$ cat config.mk
export PLATFORM = sky130hd
export DESIGN_NAME = seven_seg_scan_driver
export DESIGN_NICKNAME = d
export VERILOG_FILES = /design/src/rtl/seven_seg_scan_driver.sv
export SDC_FILE = /design/constraint.sdc
export NUM_CORES = 1
export LEC_CHECK = 0
export CORE_MARGIN = 3
export CORE_UTILIZATION = 50
export DETAILED_ROUTE_END_ITERATION = 10
export PLACE_DENSITY = 0.83
export SYNTH_ARGS = -nofsm -noshare
export SYNTH_HDL_FRONTEND = slang
export SYNTH_SLANG_ARGS = --single-unit
$ cat constraint.sdc
create_clock -name clk -period 3 [get_ports clk]
set_input_delay 0.6 -clock clk [delete_from_list [all_inputs] [get_ports clk]]
set_output_delay 0.6 -clock clk [all_outputs]
set_load 0.005 [all_outputs]
$ cat src/rtl/seven_seg_scan_driver.sv
// Time-multiplexed common-anode hex display driver with frame-aligned double buffering.
// Optional leading-zero suppression is compiled in with `define SEVEN_SEG_LZS_EN.
module seven_seg_scan_driver #(
  parameter int DIGITS      = 4,
  parameter int REFRESH_DIV = 50000,
  parameter int BLANK_CYC   = 2
) (
  input  logic                  clk,
  input  logic                  reset,
  input  logic                  load,
  input  logic [4*DIGITS-1:0]   digits_in,
  input  logic [DIGITS-1:0]     dp_in,
  input  logic [DIGITS-1:0]     blank_in,
  output logic [6:0]            seg,
  output logic                  dp_n,
  output logic [DIGITS-1:0]     an_n,
  output logic                  frame_done
);

  localparam int PW = (REFRESH_DIV > 1) ? $clog2(REFRESH_DIV) : 1;
  localparam int IW = (DIGITS > 1) ? $clog2(DIGITS) : 1;
  localparam logic [PW-1:0] PRESC_LAST = PW'(REFRESH_DIV - 1);
  localparam logic [IW-1:0] IDX_LAST   = IW'(DIGITS - 1);
  localparam logic [6:0]    SEG_OFF    = 7'b1111111;

  // Segment pattern {A..G}, active-low.
  function automatic logic [6:0] hex_decode(input logic [3:0] code);
    logic [6:0] s;
    case (code)
      4'h0: s = 7'b0000001;
      4'h1: s = 7'b1001111;
      4'h2: s = 7'b0010010;
      4'h3: s = 7'b0000110;
      4'h4: s = 7'b1001100;
      4'h5: s = 7'b0100100;
      4'h6: s = 7'b0100000;
      4'h7: s = 7'b0001111;
      4'h8: s = 7'b0000000;
      4'h9: s = 7'b0000100;
      4'hA: s = 7'b0001000;
      4'hB: s = 7'b1100000;
      4'hC: s = 7'b0110001;
      4'hD: s = 7'b1000010;
      4'hE: s = 7'b0110000;
      default: s = 7'b0111000;
    endcase
    return s;
  endfunction

  logic [PW-1:0]         presc_q, presc_d;
  logic [IW-1:0]         idx_q, idx_d;
  logic                  slot_end, frame_end;

  logic [4*DIGITS-1:0]   shd_dig_q, shd_dig_d;
  logic [DIGITS-1:0]     shd_dp_q, shd_dp_d;
  logic [DIGITS-1:0]     shd_bl_q, shd_bl_d;
  logic                  pend_q, pend_d;

  logic [4*DIGITS-1:0]   dsp_dig_q, dsp_dig_d;
  logic [DIGITS-1:0]     dsp_dp_q, dsp_dp_d;
  logic [DIGITS-1:0]     dsp_bl_q, dsp_bl_d;

  logic [DIGITS-1:0]     lzs;
  logic                  guard;
  logic [3:0]            cur_code;
  logic                  cur_dp;
  logic                  cur_blank;

  logic [6:0]            seg_q, seg_d;
  logic                  dp_n_q, dp_n_d;
  logic [DIGITS-1:0]     an_n_q, an_n_d;
  logic                  fd_q, fd_d;

  // Scan timebase: prescaler within a slot, index across slots.
  always_comb begin
    slot_end  = (presc_q == PRESC_LAST);
    frame_end = slot_end && (idx_q == IDX_LAST);
    presc_d   = slot_end ? '0 : presc_q + PW'(1);
    idx_d     = idx_q;
    if (slot_end) begin
      idx_d = (idx_q == IDX_LAST) ? '0 : idx_q + IW'(1);
    end
  end

  // A load on the boundary cycle bypasses the shadow so it is never a frame late.
  always_comb begin
    shd_dig_d = shd_dig_q;
    shd_dp_d  = shd_dp_q;
    shd_bl_d  = shd_bl_q;
    pend_d    = pend_q;
    dsp_dig_d = dsp_dig_q;
    dsp_dp_d  = dsp_dp_q;
    dsp_bl_d  = dsp_bl_q;
    if (load) begin
      shd_dig_d = digits_in;
      shd_dp_d  = dp_in;
      shd_bl_d  = blank_in;
      pend_d    = 1'b1;
    end
    if (frame_end) begin
      if (load) begin
        dsp_dig_d = digits_in;
        dsp_dp_d  = dp_in;
        dsp_bl_d  = blank_in;
        pend_d    = 1'b0;
      end else if (pend_q) begin
        dsp_dig_d = shd_dig_q;
        dsp_dp_d  = shd_dp_q;
        dsp_bl_d  = shd_bl_q;
        pend_d    = 1'b0;
      end
    end
  end

`ifdef SEVEN_SEG_LZS_EN
  // Suppression runs from the MSB down and stops at the first non-zero code or lit dp.
  always_comb begin
    logic run;
    lzs = '0;
    run = 1'b1;
    for (int i = DIGITS - 1; i >= 1; i--) begin
      if (run && (dsp_dig_q[4*i +: 4] == 4'h0) && !dsp_dp_q[i]) begin
        lzs[i] = 1'b1;
      end else begin
        run = 1'b0;
      end
    end
  end
`else
  assign lzs = '0;
`endif

  always_comb begin
    cur_code  = '0;
    cur_dp    = 1'b0;
    cur_blank = 1'b0;
    for (int i = 0; i < DIGITS; i++) begin
      if (idx_q == IW'(i)) begin
        cur_code  = dsp_dig_q[4*i +: 4];
        cur_dp    = dsp_dp_q[i];
        cur_blank = dsp_bl_q[i] | lzs[i];
      end
    end
  end

  generate
    if (BLANK_CYC > 0) begin : g_guard
      assign guard = (presc_q < PW'(BLANK_CYC));
    end else begin : g_no_guard
      assign guard = 1'b0;
    end
  endgenerate

  // Output stage: everything pin-facing is registered one cycle behind the scan state.
  always_comb begin
    seg_d  = SEG_OFF;
    dp_n_d = 1'b1;
    an_n_d = '1;
    fd_d   = frame_end;
    if (!guard) begin
      for (int i = 0; i < DIGITS; i++) begin
        an_n_d[i] = (idx_q != IW'(i));
      end
      if (!cur_blank) begin
        seg_d  = hex_decode(cur_code);
        dp_n_d = ~cur_dp;
      end
    end
  end

  always_ff @(posedge clk) begin
    if (reset) begin
      presc_q   <= '0;
      idx_q     <= '0;
      shd_dig_q <= '0;
      shd_dp_q  <= '0;
      shd_bl_q  <= '0;
      pend_q    <= 1'b0;
      dsp_dig_q <= '0;
      dsp_dp_q  <= '0;
      dsp_bl_q  <= '0;
      seg_q     <= SEG_OFF;
      dp_n_q    <= 1'b1;
      an_n_q    <= '1;
      fd_q      <= 1'b0;
    end else begin
      presc_q   <= presc_d;
      idx_q     <= idx_d;
      shd_dig_q <= shd_dig_d;
      shd_dp_q  <= shd_dp_d;
      shd_bl_q  <= shd_bl_d;
      pend_q    <= pend_d;
      dsp_dig_q <= dsp_dig_d;
      dsp_dp_q  <= dsp_dp_d;
      dsp_bl_q  <= dsp_bl_d;
      seg_q     <= seg_d;
      dp_n_q    <= dp_n_d;
      an_n_q    <= an_n_d;
      fd_q      <= fd_d;
    end
  end

  assign seg        = seg_q;
  assign dp_n       = dp_n_q;
  assign an_n       = an_n_q;
  assign frame_done = fd_q;

endmodule

==> results_dict.tcl <==
set metrics [dict create \
    antenna_found_initial 0 \
    wire_per_inst_um 12.8 \
    initial_core_util 0.533 \
    place.detailed.hpwl_um 4440 \
    cp_max_fo 11 \
    critPathArrivalTime_ns 2.86 \
    hold_viol 0 \
    avgViaCountPerCell 5.21 \
    drt_iter0_drc 95 \
    die-area_um2 8000 \
    portBuffers 39 \
    seq_area_frac_synth 0.460 \
    rsz0062_at_grt "no" \
    synth_fa_ha_area_frac 0.0395 \
    firstDrtPassIters 4 \
    setup_viol 0 \
    cp_slowest_stage_delay_ns 0.52 \
    cts.clk_slew.worst_paths_ns 0.08 \
    track_usage 0.176 \
    synth_top_family_by_area "simple AND/OR/NAND/NOR gates" \
    async_flop_share 0 \
    synthFlopType "dfxtp_1" \
    syn-instance-count 379 \
    avgSynthCellArea_um2 9.19 \
    clk_latency_ns 0.36 \
    core_um2 6530 \
    hold_class "reg -> reg" \
    slew_violations 0 \
    drc 0 \
    layout_common_cells "dfxtp_1 (80), nor2_1 (54), nand2_1 (48)" \
    worst_ir_drop_vdd_uv 388 \
    synth-compound-area-share 0.102 \
    period_needed_ns 2.61 \
    syn_area_um2 3480 \
    cts_tree "built" \
    drv_cap 0 \
    synthXorXnorAreaFrac 0.0377 \
    max_slew.worst_pin.slew_ns 0.708 \
    crit_required_ns 3.26 \
    wl_um 6320 \
    max_slew_margin 0.527 \
    critPathSlowestCell "a221oi_1" \
    status "finished, final reports clean" \
    grt_pass1_wl_um 10800 \
    detail-route-antenna-nets 0 \
    p_per_area_nw_per_um2 519 \
    ys_warn_count 0 \
    fmax_ghz 0.384 \
    synth_seq_cells 80 \
    power_leakage_nw 1.60 \
    place_area_um2 3880 \
    layout.nets 450 \
    path_class "reg -> reg" \
    synth_edf_count 0 \
    fin_setup_tns_ns 0 \
    mostFrequentLayoutCell "dfxtp_1" \
    rows 29 \
    routabilityCongestion 0.871 \
    htreeDepth 3 \
    io_pins 40 \
    area_growth_pct 18.2 \
    die_h_um 89.5 \
    drive_above_1_share 0.0983 \
    finalInstanceArea_um2 4120 \
    cts_buffer_depth 2 \
    yosys.cell_types.count 45 \
    crit_chain "inv_1, ha_1, nor3b_1, a221oi_1, inv_1, ha_1, mux2_2, a22oi_1, nand2_1" \
    endpoint_kind "register" \
    cts_setup_buffers 0 \
    fillers 566 \
    cts_buffers 9 \
    grt_pass1_vias 2397 \
    fin_crit_sh 0.869 \
    cts-root-buf "clkbuf_8" \
    clock-sinks 80 \
    grt_max_degree 49 \
    ctsHoldBuffers 0 \
    synth-simple-area-share 0.231 \
    cp-start-kind "register" \
    die_w_um 89.5 \
    diodes 0 \
    grt_overflow 0 \
    synth_nets 417 \
    synth.area.mux_share 0.0812 \
    num_vias 2572 \
    skew_ns 0.0128 \
]
flip-flops by register name, summed over array words and instances, names as in the netlist, 2 cells and up:
register	count
idx_q	2
presc_q	16
shd_dp_q	4
dsp_dp_q	4
seg	7
an_n	4
dsp_dig_q	16
shd_dig_q	16
dsp_bl_q	4
shd_bl_q	4
critical path, delay by kind of cell, from the launching register on:
family / cells / cell delay [ns]
and+or+nand+nor: 2 / 0.26
adders and majority gates: 2 / 0.60
buffers and inverters: 2 / 0.32
muxes: 1 / 0.26
DFF: 1 / 0.40
AOI/OAI and AO/OA: 2 / 0.66
stage by stage:
stage	hold WS (ns)	setup slack [ns]	instances	power [W]	utilization
finish	0.480	0.394	494	0.00214	0.630
detailed placement	0.465	0.328	478	0.00127	0.595
global placement	0.459	0.483	478	0.00127	0.595
CTS	0.483	0.310	494	0.00216	0.630
floorplan	0.437	0.597	379	0.00120	-
global route	0.498	0.0227	494	0.00221	0.630
area by class of cell:
class	instances	area (um2)	share of cell area
multi-input cells	269	1720	0.418
flip-flops and latches	80	1600	0.389
repair buffers	44	440	0.107
clock buffers	11	151	0.0368
well taps	77	96.3	0.0234
clock inverters	5	78.8	0.0191
inverters	8	30.0	0.00729
path summary, 6_finish.rpt:
| check | from | endpoint | slack [ns] | cells past startpoint |
|---|---|---|---|---|
| setup reg to reg | idx_q[0] | seg[0] | 0.39 | 9 |
| hold / removal | dsp_dig_q[6] | dsp_dig_q[6] | 0.48 | 2 |
| setup / recovery | idx_q[0] | seg[0] | 0.39 | 9 |
| hold reg to reg | dsp_dig_q[6] | dsp_dig_q[6] | 0.48 | 2 |
kinds of logic (layout without fill, tap and decap cells):
logic type	after synthesis	after routing
adder cells (fa/ha/maj)	11	11
multiplexers	28	28
AND/OR/NAND/NOR	164	164
buffers and inverters	30	68
AO/OA/AOI/OAI	51	51
XOR/XNOR	15	15
flip-flops	80	80
report_power, final:
group	internal, W	switching, W
clock network	0.000512	0.000380
registers	0.00109	0.0000117
logic	0.0000816	0.0000584
synthesized netlist by cell type, types with 7 or more instances:
cell,n,area share
o21ai_0,9,0.013
nand2b_1,23,0.041
nor2_1,54,0.058
o21ai_2,12,0.030
clkbuf_1,9,0.0097
xor2_1,11,0.028
ha_1,11,0.040
inv_1,8,0.0086
a21oi_1,7,0.010
nand2_1,48,0.052
mux2i_1,26,0.075
dfxtp_1,80,0.46
repair_timing:
item / CTS / global route
endpoints found under the setup margin: 0 / 2
gates resized for setup: 0 / 1
endpoints found under the hold margin: 0 / 0
layer usage:
metal | vias up | share of wire | global-route usage | wire length (um)
li1 | 1356 | - | - | -
met1 | 1161 | 0.48 | 0.226 | 3050
met2 | 42 | 0.45 | 0.273 | 2860
met3 | 13 | 0.036 | 0.0442 | 229
met4 | 0 | 0.027 | 0.0907 | 172
met5 | - | 0 | 0 | 0
No activity file was read; power rests on OpenSTA's default activity.
